<file path="src/rtl/six_bits_operand_collector.sv">
// Groups four 6-bit words (+cin with word 1) into a/b/c/d for the 4-input adder; optional SIX_BITS_COLLECT_ZERO_PAD_EN zero-pads short groups.
// Latency: group visible the cycle after its last word is accepted when the output is free.
// Backpressure: one staged group absorbs a held output; in_ready drops only when staging is full.
module six_bits_operand_collector (
    input  logic       clk,
    input  logic       rst_n,
    input  logic       clr,
    input  logic       in_valid,
    output logic       in_ready,
    input  logic [5:0] in_data,
    input  logic       in_cin,
    input  logic       in_last,
    output logic       out_valid,
    input  logic       out_ready,
    output logic [5:0] a,
    output logic [5:0] b,
    output logic [5:0] c,
    output logic [5:0] d,
    output logic       cin
);

    logic [1:0] cnt;
    logic       staging_full;
    logic [5:0] stg [0:3];
    logic       stg_cin;

    logic [5:0] grp [0:3];
    logic       grp_cin;
    logic       acc;
    logic       early;
    logic       cmpl;
    logic       drain;

    assign in_ready = !staging_full && !clr;

`ifdef SIX_BITS_COLLECT_ZERO_PAD_EN
    assign early = in_last;
`else
    logic unused_last;
    assign unused_last = in_last;
    assign early       = 1'b0;
`endif

    // grp is the staging buffer with this cycle's word merged in, i.e. the group as it stands after the edge
    always_comb begin
        acc     = in_valid && in_ready;
        drain   = out_valid && out_ready;
        cmpl    = acc && ((cnt == 2'd3) || early);
        grp_cin = (acc && (cnt == 2'd0)) ? in_cin : stg_cin;
        for (int j = 0; j < 4; j++) begin
            grp[j] = stg[j];
            if (acc && (cnt == 2'(j)))
                grp[j] = in_data;
            if (acc && early && (2'(j) > cnt))
                grp[j] = '0;
        end
    end

    always_ff @(posedge clk or negedge rst_n) begin
        if (!rst_n) begin
            cnt          <= '0;
            staging_full <= 1'b0;
            stg_cin      <= 1'b0;
            for (int j = 0; j < 4; j++)
                stg[j] <= '0;
            out_valid    <= 1'b0;
            a            <= '0;
            b            <= '0;
            c            <= '0;
            d            <= '0;
            cin          <= 1'b0;
        end else begin
            if (acc) begin
                for (int j = 0; j < 4; j++)
                    stg[j] <= grp[j];
                stg_cin <= grp_cin;
                cnt     <= cmpl ? 2'd0 : cnt + 2'd1;
            end

            // staging_full and cmpl are mutually exclusive: in_ready is low while staged
            if (staging_full && drain && !clr) begin
                a            <= stg[0];
                b            <= stg[1];
                c            <= stg[2];
                d            <= stg[3];
                cin          <= stg_cin;
                staging_full <= 1'b0;
            end else if (cmpl && (!out_valid || drain)) begin
                a         <= grp[0];
                b         <= grp[1];
                c         <= grp[2];
                d         <= grp[3];
                cin       <= grp_cin;
                out_valid <= 1'b1;
            end else begin
                if (cmpl)
                    staging_full <= 1'b1;
                if (drain)
                    out_valid <= 1'b0;
            end

            if (clr) begin
                cnt          <= '0;
                staging_full <= 1'b0;
            end
        end
    end

endmodule

</file>
<file path="config.mk">
export PLATFORM = sky130hd
export DESIGN_NAME = six_bits_operand_collector
export DESIGN_NICKNAME = d
export VERILOG_FILES = /design/src/rtl/six_bits_operand_collector.sv
export SDC_FILE = /design/constraint.sdc
export NUM_CORES = 1
export LEC_CHECK = 0
export ABC_AREA = 1
export BUFFER_PORTS_ARGS = -buffer_cell sky130_fd_sc_hd__buf_2
export CAP_MARGIN = 25
export CORE_MARGIN = 10
export CORE_UTILIZATION = 25
export DETAILED_ROUTE_END_ITERATION = 10
export PLACE_DENSITY = 0.48
export SYNTH_ARGS = -nofsm -noshare
export SYNTH_HDL_FRONTEND = slang
export SYNTH_SLANG_ARGS = --single-unit
</file>
<file path="constraint.sdc">
create_clock -name clk -period 1.4 [get_ports clk]
set_input_delay 0.14 -clock clk [delete_from_list [all_inputs] [get_ports clk]]
set_output_delay 0.14 -clock clk [all_outputs]
set_load 0.03 [all_outputs]
</file>
==> impl_metrics.tcl, run 1 <==
set metrics [dict create \
    power_density_nw_per_um2 1220 \
    status "complete, no violations" \
    diodes 0 \
    fin_crit_ps 1370 \
    crit_end "a[5]$_DFFE_PN0P_" \
    wl_met2_um 2670 \
    netlist_top_cells_area "dfrtp_1, nand2_1, nand4_1" \
    cp_top_family "simple AND/OR/NAND/NOR gates" \
    dr_wl_met3_um 318 \
    critical_path_depth 6 \
    tightestPinTransition_ps 468 \
    drt-pass1-iter-count 4 \
    startpoint_type "flip-flop" \
    yosysWarningCount 0 \
    crit_slowest_cell "dfrtp_1" \
    timing.rr.end "a[5]$_DFFE_PN0P_" \
    clkSinkCount 54 \
    synth_nets 266 \
    cts_made_buffers 5 \
    ys_seq_area_share_pct 58.6 \
    syn_inst 249 \
    crit_chain "nor2_4, buf_4, nand4_4, buf_6, nand3_1, nand2_1" \
    synth_cell_type_count 18 \
    highest_layer "met4" \
    avgViaCountPerCell 4.48 \
    grt-ovfl-total 0 \
    ios 40 \
    synth.most_common_cell "nand2_1" \
    critPathKind "flip-flop to flip-flop" \
    ant_nets 0 \
    timing.setup.tns_ps 0 \
    synth.cell_area_um2 2300 \
    required_ps 1600 \
    hold_ws_ps 142 \
    min_path_cells 3 \
    path_max_fanout 13 \
    arrival_ps 1560 \
    grt_pass1_wl_um 9800 \
    drv_slew 0 \
    clockBufferDepth 2 \
    drc_errors 0 \
    fmax_mhz 732 \
    nets 325 \
    area_growth_pct 28.3 \
    die_area_um2 13500 \
    hpwl_um 4310 \
    total_power_mw 3.62 \
    regArea_um2 1350 \
    yosys.area.top_type "dfrtp_1" \
    wl_met1_um 2820 \
    grt_max_degree 26 \
    yosys-top-cells-count "nand2_1, dfrtp_1, nand3_1" \
    dp.cells 399 \
    r2r_setup_slack_ps 30 \
    endpoint_kind "flip-flop" \
    wl_um 5840 \
    instances_no_fill 417 \
    clkLatencyLatePin_ps 300 \
    fill_cells 965 \
    place_congestion 0.784 \
    synth_top_area_share_pct 58.6 \
    synth_flop_cell "dfrtp_1" \
    drtIter0Drc 55 \
    coreArea_um2 8850 \
    drive_gt1_share_pct 26.9 \
    wl_per_cell_um 14.0 \
    hold_viol_final 0 \
    period_share_pct 97.6 \
    min_path_type "input pin to flip-flop" \
    start_util_pct 26.0 \
    synth_area_per_cell_um2 9.26 \
    ys_seq_elements 54 \
    max_slew_margin_pct 68.8 \
    grt_pass1_vias 1935 \
    antenna_found_initial 0 \
    leakage_nw 1.63 \
    r2r_cells 6 \
    rows 34 \
    numPortBuffers 38 \
    htree_levels 2 \
    cp.buffers_inverters 2 \
    async_flop_share_pct 100 \
    skew_ps 6.72 \
    post-route-util_pct 33.4 \
    multi_input_area_um2 888 \
    cts_tree "built" \
    ir_worst_vdd_mv 0.508 \
    cts_root_buf "clkbuf_8" \
    slowest_delay_ps 420 \
    die_x_um 116 \
    synth_edf_count 0 \
    vias 1869 \
    crit_start "staging_full$_DFFE_PN0P_" \
    die_h_um 116 \
    rsz0062_at_grt "yes" \
    rr_startpoint "staging_full$_DFFE_PN0P_" \
    grt_usage_pct 9.11 \
    path_clk_slew_ps 90 \
    final-setup-viol-count 0 \
    cap_violations 0 \
]
metrics by stage:
stage	area (um^2)	worst slack, ps
after global placement	2710	28.7
after global routing	2960	-56.7
after CTS	2850	8.50
after detailed placement	2710	-9.80
after floorplan	2300	87.6
final	2960	33.0
area by class of cell:
type	count	share of cell area, %
timing repair buffer	67	15.6
clock buffer	7	2.58
inverter	4	0.508
sequential	54	45.7
multi-input combinational	176	30.0
tap	108	4.57
clock inverter	1	1.02
cell usage in the layout (no fill, tap or decap), types with 2 or more instances in the layout:
cell type	n
nand2_1	104
nand4_1	26
nor2_1	3
ha_1	2
clkbuf_8	5
buf_2	37
inv_1	3
dfrtp_1	54
clkbuf_1	2
nand3_1	29
buf_12	2
nand3_2	3
buf_6	6
ha_2	2
buf_4	21
state kept, by name (all words and copies together) (netlist names):
signal and count:
stg 24, a 6, c 6, stg_cin 1
d 6, b 6, cnt 2, cin 1
out_valid 1, staging_full 1
cells by family (layout without fill, tap and decap cells):
family,after synthesis,in the layout,share of synthesized area (%)
compound gates,2,2,0.489
fa+ha+maj,4,4,2.17
flops,54,54,58.6
buf+inv,19,79,4.40
simple gates,170,170,34.3
report_power, final:
group | internal (mW) | total [mW] | switching [mW] | leakage, nW
sequential | 1.81 | 1.90 | 0.0828 | 0.723
combinational | 0.235 | 0.692 | 0.457 | 0.856
clock | 0.536 | 1.03 | 0.493 | 0.0524
total | 2.58 | 3.62 | 1.03 | 1.63
tightest hold or removal path, cell delays in order:
cell     delay (ps)
buf_2           110
nand4_1          80
nand2_1          70
how the worst min path moves through the flow:
stage | start | end | slack [ps]
floorplan | rst_n | a[0]$_DFFE_PN0P_ | -160
global placement | rst_n | c[0]$_DFFE_PN0P_ | 120
detailed placement | rst_n | c[0]$_DFFE_PN0P_ | 120
CTS | in_cin | stg_cin$_DFFE_PN0P_ | 130
global route | in_cin | stg_cin$_DFFE_PN0P_ | 160
finish | in_cin | stg_cin$_DFFE_PN0P_ | 140
what timing repair did:
| action | 4_1_cts | 5_1_grt |
|---|---|---|
| setup buffers | 2 | 7 |
| hold buffers | 1 | 0 |
| gates resized for setup | 2 | 13 |
| endpoints found under the setup margin | 7 | 26 |
| cloned | 0 | 0 |
| pin swaps | 1 | 1 |
| hold endpoints to repair | 16 | 0 |
routing by layer:
layer	global-route usage (%)	vias to the layer above
met5	0	-
met4	3.00	0
met3	2.84	2
met2	13.9	31
met1	12.0	885
li1	-	951
Note: power is estimated with default switching activity, not from simulation.
==> inputs of run 2 (changes only) <==
--- a/config.mk
+++ b/config.mk
@@ -12,6 +12,7 @@
 export CORE_UTILIZATION = 25
 export DETAILED_ROUTE_END_ITERATION = 10
 export PLACE_DENSITY = 0.48
+export RECOVER_POWER = 50
 export SYNTH_ARGS = -nofsm -noshare
 export SYNTH_HDL_FRONTEND = slang
 export SYNTH_SLANG_ARGS = --single-unit
==> run 2 against run 1 <==
Via count increased by 0.21%. Clock skew about the same. Fmax about the same. Power decreased by 0.25%. Largest cell class unchanged. Highest routed layer unchanged. Sequential cell count unchanged. Critical path type unchanged. Die area unchanged. Sequential power about the same.
==> impl_metrics.tcl, run 2 (synthesized netlist as in run 1, its figures left out) <==
set metrics [dict create \
    fmax_mhz 732 \
    ant_nets 0 \
    status "complete, no violations" \
    timing.rr.end "a[5]$_DFFE_PN0P_" \
    final-setup-viol-count 0 \
    antenna_found_initial 0 \
    nets 325 \
    clockBufferDepth 2 \
    cts_tree "built" \
    crit_end "a[5]$_DFFE_PN0P_" \
    grt_max_degree 26 \
    rr_startpoint "staging_full$_DFFE_PN0P_" \
    start_util_pct 26.0 \
    die_x_um 116 \
    critPathKind "flip-flop to flip-flop" \
    drc_errors 0 \
    cap_violations 0 \
    power_density_nw_per_um2 1230 \
    startpoint_type "flip-flop" \
    skew_ps 7.03 \
    r2r_cells 6 \
    fill_cells 970 \
    grt_usage_pct 9.11 \
    endpoint_kind "flip-flop" \
    ir_worst_vdd_mv 0.508 \
    crit_start "staging_full$_DFFE_PN0P_" \
    multi_input_area_um2 888 \
    largest_register_ffs 24 \
    die_h_um 116 \
    instances_no_fill 417 \
    hp-start "in_cin" \
    layout_common_cells "nand2_1, dfrtp_1, buf_2, nand3_1, nand4_1" \
    diodes 0 \
    rsz0062_at_grt "yes" \
    wl_per_cell_um 14.0 \
    mostFrequentLayoutCell "nand2_1" \
    regArea_um2 1350 \
    path_clk_slew_ps 90 \
    leakage_nw 1.62 \
    fin_crit_ps 1370 \
    vias 1873 \
    max_slew_margin_pct 68.6 \
    coreArea_um2 8850 \
    wl_um 5840 \
    cts_root_buf "clkbuf_8" \
    drv_slew 0 \
    ios 40 \
    timing.setup.tns_ps 0 \
    r2r_setup_slack_ps 30 \
    fin_ws_ps 34.3 \
    grt_pass1_vias 1935 \
    arrival_ps 1560 \
    min_path_type "input pin to flip-flop" \
    drt-pass1-iter-count 4 \
    dp.cells 399 \
    place_congestion 0.784 \
    clkSinkCount 54 \
    grt_pass1_wl_um 9800 \
    die_area_um2 13500 \
    cts_made_buffers 5 \
    tightestPinTransition_ps 471 \
    grt-ovfl-total 0 \
    clkLatencyLatePin_ps 300 \
    htree_levels 2 \
    hold_viol_final 0 \
    path_max_fanout 13 \
    drive_gt1_share_pct 25.9 \
    dp_slack_ps -9.80 \
    regMostFlops "stg" \
    drtIter0Drc 64 \
    avgViaCountPerCell 4.49 \
    total_power_mw 3.61 \
    required_ps 1600 \
    numPortBuffers 38 \
    period_share_pct 97.6 \
    area_growth_pct 27.4 \
    hpwl_um 4310 \
    rows 34 \
]
-- run 2: cell types whose count changed in the layout (fill, tap and decap cells not counted) --
cell | previous run | this run
clkbuf_1 | 2 | 5
buf_2 | 37 | 35
buf_4 | 21 | 19
buf_12 | 2 | 1
clkbuf_2 | 0 | 1
clkbuf_4 | 0 | 1
-- run 2: where the power goes --
group / internal (mW) / switching, mW
Sequential: 1.81 / 0.0826
Clock: 0.536 / 0.492
Combinational: 0.228 / 0.456
-- run 2: layout make-up --
class | instances | area share (%)
repair buffers | 67 | 15.0
clock buffers | 7 | 2.60
multi-input cells | 176 | 30.3
flip-flops and latches | 54 | 46.0
clock inverters | 1 | 1.02
inverters | 4 | 0.512
well taps | 108 | 4.60
-- run 2: timing repair --
action | in CTS | in global routing
endpoints found under the setup margin | 7 | 26
buffers inserted | 2 | 7
endpoints found under the hold margin | 16 | 0
gates resized for setup | 2 | 13
hold buffers | 1 | 0
pin swaps | 1 | 1
-- run 2: per-stage QoR --
step                instance area, um^2  utilization [%]  hold WS (ps)
global placement                   2710             30.6           117
detailed placement                 2710             30.6           123
floorplan                          2300                -          -156
CTS                                2850             32.2           132
finish                             2940             33.2           142
global route                       2940             33.2           157
-- run 2: worst max-delay path, stage by stage (launching register included) --
cell	delay [ps]
dfrtp_1	420
nor2_4	190
buf_4	170
nand4_4	150
buf_6	200
nand3_1	70
nand2_1	50
-- run 2: how the worst min path moves through the flow --
stage,endpoint,slack [ps],cells past startpoint
2_1_floorplan,a[0]$_DFFE_PN0P_,-160,0
3_3_place_gp,c[0]$_DFFE_PN0P_,120,1
3_5_place_dp,c[0]$_DFFE_PN0P_,120,1
4_1_cts,stg_cin$_DFFE_PN0P_,130,3
5_1_grt,stg_cin$_DFFE_PN0P_,160,3
6_report,stg_cin$_DFFE_PN0P_,140,3
-- run 2: routing by layer --
metal,track usage (%),up-vias,part of all wire (%)
li1,-,948,-
met1,12.0,892,48
met2,13.9,31,46
met3,2.84,2,5.4
met4,3.00,0,0.58
met5,0,-,0
==> inputs of run 3 (changes only) <==
--- a/config.mk
+++ b/config.mk
@@ -11,7 +11,7 @@
 export CORE_MARGIN = 10
 export CORE_UTILIZATION = 25
 export DETAILED_ROUTE_END_ITERATION = 10
-export PLACE_DENSITY = 0.48
+export PLACE_DENSITY = 0.47
 export RECOVER_POWER = 50
 export SYNTH_ARGS = -nofsm -noshare
 export SYNTH_HDL_FRONTEND = slang
==> constraint.sdc (replaced) <==
create_clock -name clk -period 1.3 [get_ports clk]
set_input_delay 0.13 -clock clk [delete_from_list [all_inputs] [get_ports clk]]
set_output_delay 0.13 -clock clk [all_outputs]
set_load 0.03 [all_outputs]
==> run 3 against run 2 <==
Sequential power up 8%. Via count up 1.8%. Hold slack worse by 17 ps. Routed wire length up 1.6%. Global-route usage down 0.065 points. Non-clock buffer count down 2. Largest cell class unchanged. Count of clock-buffer cells in the layout down 2. Worst setup slack worse by 72 ps. The flow now finishes with violations (negative setup slack). Largest power group unchanged. Critical endpoint is now in_ready.
==> impl_metrics.tcl, run 3 (synthesized netlist as in run 1, its figures left out) <==
set metrics [dict create \
    drtIter0Drc 99 \
    critical_path_depth 3 \
    arrival_ps 1210 \
    status "complete, but fails checks" \
    hold_ws_ps 125 \
    numPortBuffers 38 \
    vias 1906 \
    regMostFlops "stg" \
    max_slew_margin_pct 50.0 \
    grt_usage_pct 9.04 \
    cts_tree "built" \
    place_congestion 0.730 \
    final-setup-viol-count 5 \
    grt_pass1_vias 1936 \
    min_path_type "input pin to flip-flop" \
    start_util_pct 26.0 \
    drv_slew 0 \
    cts_made_buffers 5 \
    crit_chain "nor2_4, buf_6, buf_4" \
    cts_root_buf "clkbuf_8" \
    antenna_found_initial 0 \
    min_path_cells 4 \
    drt-pass1-iter-count 4 \
    endpoint_kind "output pin" \
    layout_common_cells "nand2_1, dfrtp_1, buf_2, nand2_2, nand3_1" \
    avgViaCountPerCell 4.59 \
    rows 34 \
    wl_per_cell_um 14.3 \
    violations "negative setup slack" \
    required_ps 1170 \
    total_power_mw 4.08 \
    coreArea_um2 8850 \
    cp.buffers_inverters 2 \
    period_share_pct 103 \
    largest_register_ffs 24 \
    clockBufferDepth 2 \
    ant_nets 0 \
    r2r_cells 7 \
    leakage_nw 1.70 \
    placed_cell_area_um2 2750 \
    die_h_um 116 \
    cp_top_family "flip-flops" \
    design_area_um2 3130 \
    slowest_delay_ps 420 \
    hpwl_um 4220 \
    die_area_um2 13500 \
    diodes 0 \
    fmax_mhz 748 \
    crit_slowest_cell "dfrtp_1" \
    tightestPinTransition_ps 750 \
    skew_ps 7.07 \
    ios 40 \
    drc_errors 0 \
    clkSinkCount 54 \
    post-route-util_pct 35.4 \
    clkLatencyLatePin_ps 310 \
    grt-ovfl-total 0 \
    die_x_um 116 \
    wl_um 5940 \
    fin_ws_ps -37.7 \
    mostFrequentLayoutCell "nand2_1" \
    cap_violations 0 \
    hold_viol_final 0 \
    grt_max_degree 55 \
    grt_pass1_wl_um 9780 \
    power_density_nw_per_um2 1300 \
    critPathKind "flip-flop to output pin" \
    fin_crit_ps 1340 \
    path_clk_slew_ps 100 \
    ir_worst_vdd_mv 0.488 \
    r2r_setup_slack_ps -20 \
    nets 323 \
    path_max_fanout 16 \
    rsz0062_at_grt "yes" \
    htree_levels 2 \
    area_growth_pct 35.8 \
    drive_gt1_share_pct 41.0 \
    startpoint_type "flip-flop" \
]
## run 3: changes by cell type in the layout (fill, tap and decap cells not counted), sizes merged
cell | previous run | this run
buf | 61 | 62
clkbuf | 12 | 7
clkinv | 0 | 1
inv | 4 | 5
## run 3: per-layer routing
layer  vias up  share of wire [%]  global-route usage, %
met5         -                  0                      0
met4         0                1.1                   2.25
met3         7                5.5                   3.20
met2        33                 47                   14.1
met1       923                 46                   11.6
li1        943                  -                      -
## run 3: metrics by stage
stage	worst slack, ps	std cells	TNS, ps
finish	-37.7	415	-65.5
CTS	-42.3	410	-350
global placement	-14.6	400	-49.2
floorplan	13.5	249	0
detailed placement	-12.3	400	-50.2
global route	-91.8	415	-1550
## run 3: final cells by class
type / instances / area [um^2]
Timing Repair Buffer: 65 / 495
Fill cell: 939 / 5720
Clock inverter: 3 / 43.8
Tap cell: 108 / 135
Sequential cell: 54 / 1350
Clock buffer: 5 / 68.8
Multi-Input combinational cell: 176 / 1020
Inverter: 4 / 15.0
## run 3: worst paths after layout
check	end	start
setup reg to reg	stg[11]$_DFFE_PN0P_	staging_full$_DFFE_PN0P_
hold / removal	staging_full$_DFFE_PN0P_	out_ready
hold reg to reg	stg[23]$_DFFE_PN0P_	stg[23]$_DFFE_PN0P_
min in group asynchronous	c[4]$_DFFE_PN0P_	rst_n
setup / recovery	in_ready	staging_full$_DFFE_PN0P_
max in group asynchronous	out_valid$_DFFE_PN0P_	rst_n
## run 3: worst min-delay path, cell delays in order
cell	delay, ps
buf_2	110
nand3_1	80
nand2_1	60
nor2_1	40
## run 3: timing repair
action | in CTS | in global routing
hold buffers | 1 | 0
resized for setup | 4 | 62
setup endpoints to repair | 19 | 39
hold endpoints to repair | 54 | 0
setup buffers | 1 | 4
pin swaps | 1 | 19
gates cloned | 0 | 1
## run 3: power by group
group	switching [mW]	internal (mW)	leakage [nW]
logic	0.552	0.321	0.922
registers	0.106	1.95	0.721
clock network	0.569	0.578	0.0585
